**src/rtl/rst_seq_ctrl_if.sv**
```systemverilog
// Handshake bundle between the reset sequencer and the block that drives
// its release/ready inputs. "slave" is the sequencer's view and "master"
// is the view of whatever drives the inputs.
interface rst_seq_ctrl_if #(
  parameter int NUM_STAGES = 4
);
  logic                  rstbs_i;
  logic                  sw_rst_req;
  logic [NUM_STAGES-1:0] stage_rdy;
  logic [NUM_STAGES-1:0] stage_rst_n;
  logic                  seq_done;
  logic                  seq_err;
  logic [2:0]            state_o;
  logic [2:0]            stage_idx;

  modport master (
    output rstbs_i,
    output sw_rst_req,
    output stage_rdy,
    input  stage_rst_n,
    input  seq_done,
    input  seq_err,
    input  state_o,
    input  stage_idx
  );

  modport slave (
    input  rstbs_i,
    input  sw_rst_req,
    input  stage_rdy,
    output stage_rst_n,
    output seq_done,
    output seq_err,
    output state_o,
    output stage_idx
  );
endinterface

```
**src/rtl/rst_seq_ctrl.sv**
```systemverilog
// Multi-stage reset release sequencer. Takes the synchronized release from
// the reset synchronizer and releases NUM_STAGES sub-block resets one at a
// time, waiting for each stage's ready (with a timeout) and inserting a gap
// before the next. A low release or a software request restarts everything.
// NUM_STAGES must match the NUM_STAGES of the connected interface.
module rst_seq_ctrl #(
  parameter int NUM_STAGES  = 4,
  parameter int HOLD_CYCLES = 8,
  parameter int STAGE_DELAY = 16,
  parameter int TIMEOUT     = 64,
  parameter int CNT_W       = 8
) (
  input  logic          clk,
  input  logic          rst,
  rst_seq_ctrl_if.slave bus
);

  typedef enum logic [2:0] {
    ST_HOLD     = 3'd0,
    ST_SETTLE   = 3'd1,
    ST_RELEASE  = 3'd2,
    ST_WAIT_RDY = 3'd3,
    ST_GAP      = 3'd4,
    ST_DONE     = 3'd5,
    ST_ERROR    = 3'd6
  } state_t;

  // Terminal counts: each phase ends when the counter reaches its last value.
  localparam logic [CNT_W-1:0] HOLD_LAST    = CNT_W'(HOLD_CYCLES - 1);
  localparam logic [CNT_W-1:0] GAP_LAST     = CNT_W'(STAGE_DELAY - 1);
  localparam logic [CNT_W-1:0] TIMEOUT_LAST = CNT_W'(TIMEOUT - 1);
  localparam logic [CNT_W-1:0] CNT_ONE      = CNT_W'(1);
  localparam logic [2:0]       LAST_STAGE   = 3'(NUM_STAGES - 1);

  state_t                state_r;
  logic [CNT_W-1:0]      cnt_r;
  logic [NUM_STAGES-1:0] stage_rst_n_r;
  logic                  seq_done_r;
  logic                  seq_err_r;
  logic [2:0]            stage_idx_r;

  logic [NUM_STAGES-1:0] cur_mask_s;
  logic                  rdy_sel_s;

  // One-hot of the current stage and its ready bit; other stages' ready is ignored.
  always_comb begin
    cur_mask_s = '0;
    rdy_sel_s  = 1'b0;
    for (int i = 0; i < NUM_STAGES; i++) begin
      cur_mask_s[i] = (stage_idx_r == 3'(i));
      rdy_sel_s     = rdy_sel_s | (bus.stage_rdy[i] & cur_mask_s[i]);
    end
  end

  // Sequencer FSM with all outputs registered; release-low and software request override everything.
  always_ff @(posedge clk or posedge rst) begin
    if (rst) begin
      state_r       <= ST_HOLD;
      cnt_r         <= '0;
      stage_rst_n_r <= '0;
      seq_done_r    <= 1'b0;
      seq_err_r     <= 1'b0;
      stage_idx_r   <= 3'd0;
    end else if (!bus.rstbs_i || bus.sw_rst_req) begin
      state_r       <= ST_HOLD;
      cnt_r         <= '0;
      stage_rst_n_r <= '0;
      seq_done_r    <= 1'b0;
      seq_err_r     <= 1'b0;
      stage_idx_r   <= 3'd0;
    end else begin
      case (state_r)
        ST_HOLD: begin
          // Release is high and no software request, so start settling.
          state_r <= ST_SETTLE;
          cnt_r   <= '0;
        end
        ST_SETTLE: begin
          if (cnt_r == HOLD_LAST) begin
            state_r <= ST_RELEASE;
            cnt_r   <= '0;
          end else begin
            cnt_r <= cnt_r + CNT_ONE;
          end
        end
        ST_RELEASE: begin
          stage_rst_n_r <= stage_rst_n_r | cur_mask_s;
          cnt_r         <= '0;
          state_r       <= ST_WAIT_RDY;
        end
        ST_WAIT_RDY: begin
          if (rdy_sel_s) begin
            cnt_r <= '0;
            if (stage_idx_r == LAST_STAGE) begin
              state_r    <= ST_DONE;
              seq_done_r <= 1'b1;
            end else begin
              state_r <= ST_GAP;
            end
          end else if (cnt_r == TIMEOUT_LAST) begin
            state_r   <= ST_ERROR;
            seq_err_r <= 1'b1;
            cnt_r     <= '0;
          end else begin
            cnt_r <= cnt_r + CNT_ONE;
          end
        end
        ST_GAP: begin
          if (cnt_r == GAP_LAST) begin
            stage_idx_r <= stage_idx_r + 3'd1;
            state_r     <= ST_RELEASE;
            cnt_r       <= '0;
          end else begin
            cnt_r <= cnt_r + CNT_ONE;
          end
        end
        ST_DONE, ST_ERROR: begin
          // Terminal: outputs held until a re-sequence.
          state_r <= state_r;
        end
        default: begin
          // Unreachable encoding: fall back to the safe all-held state.
          state_r       <= ST_HOLD;
          cnt_r         <= '0;
          stage_rst_n_r <= '0;
          seq_done_r    <= 1'b0;
          seq_err_r     <= 1'b0;
          stage_idx_r   <= 3'd0;
        end
      endcase
    end
  end

  assign bus.stage_rst_n = stage_rst_n_r;
  assign bus.seq_done    = seq_done_r;
  assign bus.seq_err     = seq_err_r;
  assign bus.state_o     = state_r;
  assign bus.stage_idx   = stage_idx_r;

endmodule

```
**src/flat_wrapper.sv**
```systemverilog
// flat-port wrapper written by rule: the top's interface ports become plain ports
module rst_seq_ctrl_flat 
#(
  parameter int NUM_STAGES  = 4,
  parameter int HOLD_CYCLES = 8,
  parameter int STAGE_DELAY = 16,
  parameter int TIMEOUT     = 64,
  parameter int CNT_W       = 8
)
  (clk, rst, bus_rstbs_i, bus_sw_rst_req, bus_stage_rdy, bus_stage_rst_n, bus_seq_done, bus_seq_err, bus_state_o, bus_stage_idx);
  rst_seq_ctrl_if #(.NUM_STAGES(NUM_STAGES)) bus_i ();
  input  logic clk;
  input  logic rst;
  input wire logic [$bits(bus_i.rstbs_i)-1:0] bus_rstbs_i;
  input wire logic [$bits(bus_i.sw_rst_req)-1:0] bus_sw_rst_req;
  input wire logic [$bits(bus_i.stage_rdy)-1:0] bus_stage_rdy;
  output wire logic [$bits(bus_i.stage_rst_n)-1:0] bus_stage_rst_n;
  output wire logic [$bits(bus_i.seq_done)-1:0] bus_seq_done;
  output wire logic [$bits(bus_i.seq_err)-1:0] bus_seq_err;
  output wire logic [$bits(bus_i.state_o)-1:0] bus_state_o;
  output wire logic [$bits(bus_i.stage_idx)-1:0] bus_stage_idx;
  assign bus_i.rstbs_i = bus_rstbs_i;
  assign bus_i.sw_rst_req = bus_sw_rst_req;
  assign bus_i.stage_rdy = bus_stage_rdy;
  assign bus_stage_rst_n = bus_i.stage_rst_n;
  assign bus_seq_done = bus_i.seq_done;
  assign bus_seq_err = bus_i.seq_err;
  assign bus_state_o = bus_i.state_o;
  assign bus_stage_idx = bus_i.stage_idx;
  rst_seq_ctrl #(.NUM_STAGES(NUM_STAGES), .HOLD_CYCLES(HOLD_CYCLES), .STAGE_DELAY(STAGE_DELAY), .TIMEOUT(TIMEOUT), .CNT_W(CNT_W)) u_core (.clk(clk), .rst(rst), .bus(bus_i));
endmodule
```
**config.mk**
```make
export PLATFORM = sky130hd
export DESIGN_NAME = rst_seq_ctrl_flat
export DESIGN_NICKNAME = d
export VERILOG_FILES = /design/src/rtl/rst_seq_ctrl_if.sv /design/src/rtl/rst_seq_ctrl.sv /design/src/flat_wrapper.sv
export SDC_FILE = /design/constraint.sdc
export NUM_CORES = 1
export LEC_CHECK = 0
export ABC_AREA = 1
export BUFFER_PORTS_ARGS = -buffer_cell sky130_fd_sc_hd__buf_2
export CAP_MARGIN = 0
export CORE_MARGIN = 2
export CORE_UTILIZATION = 35
export DETAILED_ROUTE_END_ITERATION = 16
export GPL_TIMING_DRIVEN = 1
export HOLD_SLACK_MARGIN = 0.08
export MAX_ROUTING_LAYER = met4
export PLACE_DENSITY = 0.54
export SKIP_CTS_REPAIR_TIMING = 1
export SLEW_MARGIN = 20
export SYNTH_ARGS = -nofsm -noshare
export SYNTH_HDL_FRONTEND = slang
export SYNTH_SLANG_ARGS = --single-unit
```
**constraint.sdc**
```tcl
create_clock -name clk -period 4.6 [get_ports clk]
set_clock_uncertainty 0.2 [all_clocks]
set_input_delay 0.46 -clock clk [delete_from_list [all_inputs] [get_ports clk]]
set_output_delay 0.46 -clock clk [all_outputs]
set_load 0.02 [all_outputs]
```
# After elaboration in Yosys (flattened, before gate mapping)
# Index checks and enable logic that the tools add are counted.
word_totals:
  regBits: 20
op_classes:
  n_bitwise: 8
  addsub: 2
  n_reduce_logical: 12
  muxes: 26
  n_eq_ne: 23
ops:
  columns: ["op", "count"]
  rows:
  - ["8-bit 2-to-1 mux", 5]
  - ["8-bit one-hot mux with 4 select lines", 1]
  - ["3-bit 2-to-1 mux", 7]
  - ["3-bit one-hot mux with 6 select lines", 1]
  - ["6-bit OR reduction", 3]
  - ["3-bit by 1-bit inequality test with 1-bit output (second input constant)", 5]
  - ["3-bit by 2-bit == test with 1-bit output (second input constant)", 4]
  - ["3-bit == test (second input constant)", 3]
  - ["8-bit by 1-bit adder with 8-bit output (second input constant)", 1]
  - ["8-bit by 3-bit == test with 1-bit output (second input constant)", 1]
  - ["8-bit by 4-bit == test with 1-bit output (second input constant)", 1]
  - ["8-bit by 6-bit == test with 1-bit output (second input constant)", 1]
  - ["2-bit by 1-bit inequality test with 1-bit output (second input constant)", 4]
  - ["4-bit one-hot mux with 2 select lines", 1]
  - ["1-bit 2-to-1 mux", 7]
  - ["3-bit by 1-bit == test with 1-bit output (second input constant)", 2]
  - ["3-bit zero test", 2]
  - ["3-bit one-hot mux with 2 select lines", 1]
  - ["3-bit AND reduction", 2]
  - ["1-bit AND", 4]
  - ["4-bit 2-to-1 mux", 1]
  - ["4-bit by 1-bit inequality test with 1-bit output (second input constant)", 1]
  - ["4-bit bitwise OR", 1]
  - ["1-bit one-hot mux with 2 select lines", 2]
  - ["8 further kinds", 10]

# Logic depth before layout (Yosys ltp)
logic_depth:
  ltp_word: 8
  mapped_depth: 10

# Worst setup path before layout
# No wires, ideal clock.
synth_path:
  path_type: "reg-to-reg"
  from: "register u_core.stage_idx_r[0], in the netlist u_core.bus.stage_idx[0]"
  to: "register u_core.state_r[1], in the netlist u_core.bus.state_o[1]"
  setup_ps: 117
  setup_slack_ps: 2696
  t_required_ps: 4283
  path_buffers: 0
  stages_incl_launch_ff: 11
  arrival_time_ps: 1586
  cell_sequence: "dfrtp_1 > ha_1 > ha_1 > nand2_1 > nand2_1 > nor2_2 > nand3_1 > nand2_1 > nand2_1 > nand3_1 > nand2_1"
synth_via:
  elab_chain_len: 8
  word_cells_on_any_way: 16
synth_lines:
  columns: ["element", "line", "source"]
  rows:
  - ["from (decl)", "rst_seq_ctrl.sv:40", "logic [2:0] stage_idx_r;"]
  - ["from (signal assigned)", "rst_seq_ctrl.sv:110", "stage_idx_r <= stage_idx_r + 3'd1;"]
  - ["3-bit by 1-bit == test with 1-bit output / 3-bit zero test (equally long branches)", "rst_seq_ctrl.sv:50", "cur_mask_s[i] = (stage_idx_r == 3'(i));"]
  - ["1-bit AND", "rst_seq_ctrl.sv:51", "rdy_sel_s = rdy_sel_s | (bus.stage_rdy[i] & cur_mask_s[i]);"]
  - ["1-bit bitwise OR (2 in series)", "rst_seq_ctrl.sv:51", null]
  - ["1-bit bitwise OR *", "rst_seq_ctrl.sv:51", null]
  - ["3-bit 2-to-1 mux", "rst_seq_ctrl.sv:92", "if (rdy_sel_s) begin"]
  - ["3-bit one-hot mux with 6 select lines", "rst_seq_ctrl.sv:72", "case (state_r)"]
  - ["3-bit 2-to-1 mux", "rst_seq_ctrl.sv:64", "end else if (!bus.rstbs_i || bus.sw_rst_req) begin"]
  - ["to (signal assigned)", "rst_seq_ctrl.sv:119", "state_r <= state_r;"]
  - ["to (decl)", "rst_seq_ctrl.sv:35", "state_t state_r;"]
# Mark *: on every way between the ends. The rest lies on a longest branch, timed or not.
# A chain may end at the register's enable or synchronous reset.

# Final worst setup path
# Ends and elaborated chain as after synthesis.

==> impl_summary.log <==
[metrics] critical path type: reg -> reg
[metrics] port buffer count: 19
[metrics] initial core utilization: 36.6%
[metrics] layout cell share with drive strength beyond 1: 22.8%
[metrics] Mapped Area: 1340 µm²
[metrics] antenna violations before repair: 0
[metrics] switching part of the total: 23.9%
[metrics] CTS H-Tree Depth: 1
[metrics] number of global-route vias before repair: 1145
[metrics] asr flop ratio synth: 100%
[metrics] worst-case register-to-register setup slack: 2570 ps
[metrics] worst vdd ir: 71.7 µV
[metrics] core outline area: 3660 µm²
[metrics] CTS tree: built
[metrics] hold crit path type: in -> async
[metrics] Clock Sink Count: 20
[metrics] highest clock frequency the design can meet: 491 MHz
[metrics] detailed-route via count: 1176
[metrics] outcome: complete, no violations
[metrics] Internal Power: 0.262 mW
[metrics] I/O pin count: 20
[metrics] remaining antenna violation count after routing: 0
[metrics] slew at the pin closest to its max-slew limit: 797 ps
[metrics] number of search-and-repair iterations in the first detailed-routing pass: 4
[metrics] number of synthesized flops with an enable pin: 0
[metrics] DRC violation total after the first TritonRoute iteration: 83
[metrics] # DRC: 0
[metrics] wire length per cell: 11.0 µm
[metrics] final net count: 217
[metrics] number of buffers added by the clock tree synthesis step: 3
[metrics] end-of-flow core utilization: 41.9%
[metrics] sequential power share: 51.9%
[metrics] post-route fraction of the period consumed by the critical path: 44.2%
[metrics] static leakage: 0.777 nW
[metrics] maximum number of pins on one net before global-route repair: 21
[metrics] kind of end point of the critical path: flip-flop
[metrics] sum of routed wire length over all layers: 2750 µm
[metrics] Detailed Place HPWL: 2180 µm
[metrics] Setup violations, final: 0
[metrics] Pins Over Slew Limit: 0
[metrics] total count of hold-check failures in the final report: 0
[metrics] final setup TNS: 0 ps
[metrics] net switching power figure: 0.0822 mW
[metrics] minimum period implied by the final worst setup slack: 2030 ps
[metrics] signed area change from the synthesized netlist to the final layout: 14.5%
[metrics] Clk pin slew, worst setup/hold paths: 80 ps
[metrics] worst endpoint required time: 4560 ps
[metrics] power density over cell area: 224 nW/µm²
[metrics] insertion delay of the later-clocked pin in the worst-skew pair: 260 ps
[metrics] Cell variety after synth: 24
[metrics] post-synthesis sequential area ratio: 37.3%
[metrics] total nets after synthesis: 195
[metrics] largest fanout on the critical path: 6
[metrics] GRT Util Overall: 14.3%
[metrics] Die Height: 65.9 µm
[metrics] total overflow reported by the global router: 0
[metrics] Post-Syn Area per Cell: 7.41 µm²
[metrics] routed via count divided by cell count: 4.70
[metrics] RSZ-0062 raised after global routing: no
[metrics] horizontal extent of the die: 65.9 µm
[metrics] proportion of power drawn by the clock network: 39.3%
[metrics] global placer's final weighted congestion: 0.818
[metrics] site row count: 22
[metrics] headroom to the max-slew limit: 46.7%
[metrics] worst path arrival time: 1990 ps
[metrics] instance count of the mapped netlist: 181
[metrics] total of flip-flops plus latches after synthesis: 20
[metrics] Critical Path Source Type: flip-flop
[metrics] Primary FF master, synth: dfrtp_1
[metrics] total die area: 4340 µm²
[metrics] Yosys warnings: 0
[metrics] max_cap viols: 0
[metrics] clock buffer depth: 2
[metrics] wire length of the first global-routing pass: 4720 µm
[metrics] final antenna diode count: 0
[metrics] CTS Root Buffer Type: clkbuf_8
[metrics] combinational share of power: 8.8%
-- cells in the final DEF (no fill, tap or decap) --
| master | netlist | routed |
|---|---|---|
| nand2_2 | 3 | 3 |
| dfrtp_1 | 20 | 20 |
| nand3b_1 | 1 | 1 |
| nor2_2 | 3 | 3 |
| buf_2 | 1 | 19 |
| nor2_1 | 12 | 12 |
| nor3_1 | 1 | 1 |
| o21ai_1 | 2 | 2 |
| nand4_1 | 3 | 3 |
| inv_2 | 6 | 6 |
| inv_1 | 21 | 21 |
| nor2_4 | 7 | 7 |
| a21oi_1 | 9 | 9 |
| nand2_1 | 52 | 52 |
| o21ai_2 | 2 | 2 |
| clkbuf_8 | 0 | 4 |
| o21ai_0 | 3 | 3 |
| nand3_4 | 1 | 1 |
| nor3_2 | 1 | 1 |
| xor2_1 | 3 | 3 |
| ha_1 | 6 | 6 |
| and3_1 | 1 | 1 |
| a21boi_0 | 1 | 1 |
| nand3_1 | 21 | 21 |
-- metrics by stage --
step	hold WS (ps)	area (µm²)	instances	power, mW	setup WS, ps
after floorplan	224	1340	181	0.203	2700
after global routing	208	1540	250	0.359	2430
after CTS	175	1540	250	0.350	2550
after detailed placement	307	1480	246	0.213	2320
final	132	1540	250	0.344	2570
after global placement	305	1480	246	0.213	2400
-- critical path: stages (launching register included) --
cell	delay, ps
dfrtp_1	430
ha_1	220
ha_1	220
nand2_1	80
nand2_1	60
nor2_2	230
nand3_1	210
nand2_1	100
nand2_1	60
nand3_1	100
nand2_1	50
-- cell families after synthesis --
family	after synthesis	share of synthesized area, %
and+or+nand+nor	106	39.3
DFF	20	37.3
adders and majority gates	6	5.60
xor gates and xnor gates	3	1.96
AOI/OAI and AO/OA	17	7.09
buffers and inverters	29	8.77
-- metal layers --
metal / global-route usage, % / up-vias / wire (µm)
met5: - / - / 0
met4: 4.17 / 0 / 13
met3: 2.21 / 2 / 111
met2: 25.3 / 18 / 1350
met1: 16.8 / 545 / 1270
li1: - / 611 / -
-- flip-flops by register name, indices dropped and copies added (netlist names) --
signal                  cells
u_core.bus.seq_done         1
u_core.bus.seq_err          1
u_core.bus.stage_idx        3
u_core.bus.stage_rst_n      4
u_core.bus.state_o          3
u_core.cnt_r                8
-- Yosys cell counts, types with 2 or more instances --
master   count  area, µm²
dfrtp_1     20        500
nand2_2      3       18.8
o21ai_0      3       15.0
a21oi_1      9       45.0
nor2_1      12       45.0
o21ai_1      2       10.0
nand3_1     21        105
nor2_4       7       78.8
ha_1         6       75.1
nand4_1      3       18.8
inv_1       21       78.8
o21ai_2      2       17.5
nor2_2       3       18.8
xor2_1       3       26.3
inv_2        6       22.5
nand2_1     52        195
-- path summary, 6_finish.rpt --
| kind | startpoint | end | depth (start not counted) |
|---|---|---|---|
| setup reg to reg | u_core.bus.stage_idx[0] | u_core.bus.state_o[1] | 10 |
| hold reg to reg | u_core.bus.stage_rst_n[2] | u_core.bus.stage_rst_n[2] | 2 |
| max in group asynchronous | rst | u_core.cnt_r[0] | 2 |
| min in group clk | u_core.bus.stage_rst_n[2] | u_core.bus.stage_rst_n[2] | 2 |
| setup / recovery | u_core.bus.stage_idx[0] | u_core.bus.state_o[1] | 10 |
| hold / removal | rst | u_core.cnt_r[5] | 2 |
-- cell type report --
cell class                      count  area [µm²]
Clock buffer                        4        55.1
Fill cell                         378        2130
Inverter                           27         101
Multi-Input combinational cell    132         723
Sequential cell                    20         500
Tap cell                           48        60.1
Timing Repair Buffer               19        95.1
-- power groups by stage --
stage	Sequential, mW	Clock (mW)	Combinational [mW]
after floorplan	0.183	0	0.0205
after global placement	0.182	0	0.0306
after detailed placement	0.182	0	0.0307
after CTS	0.179	0.141	0.0309
after global routing	0.179	0.146	0.0343
final	0.179	0.135	0.0302
No activity file was read; power rests on OpenSTA's default activity.
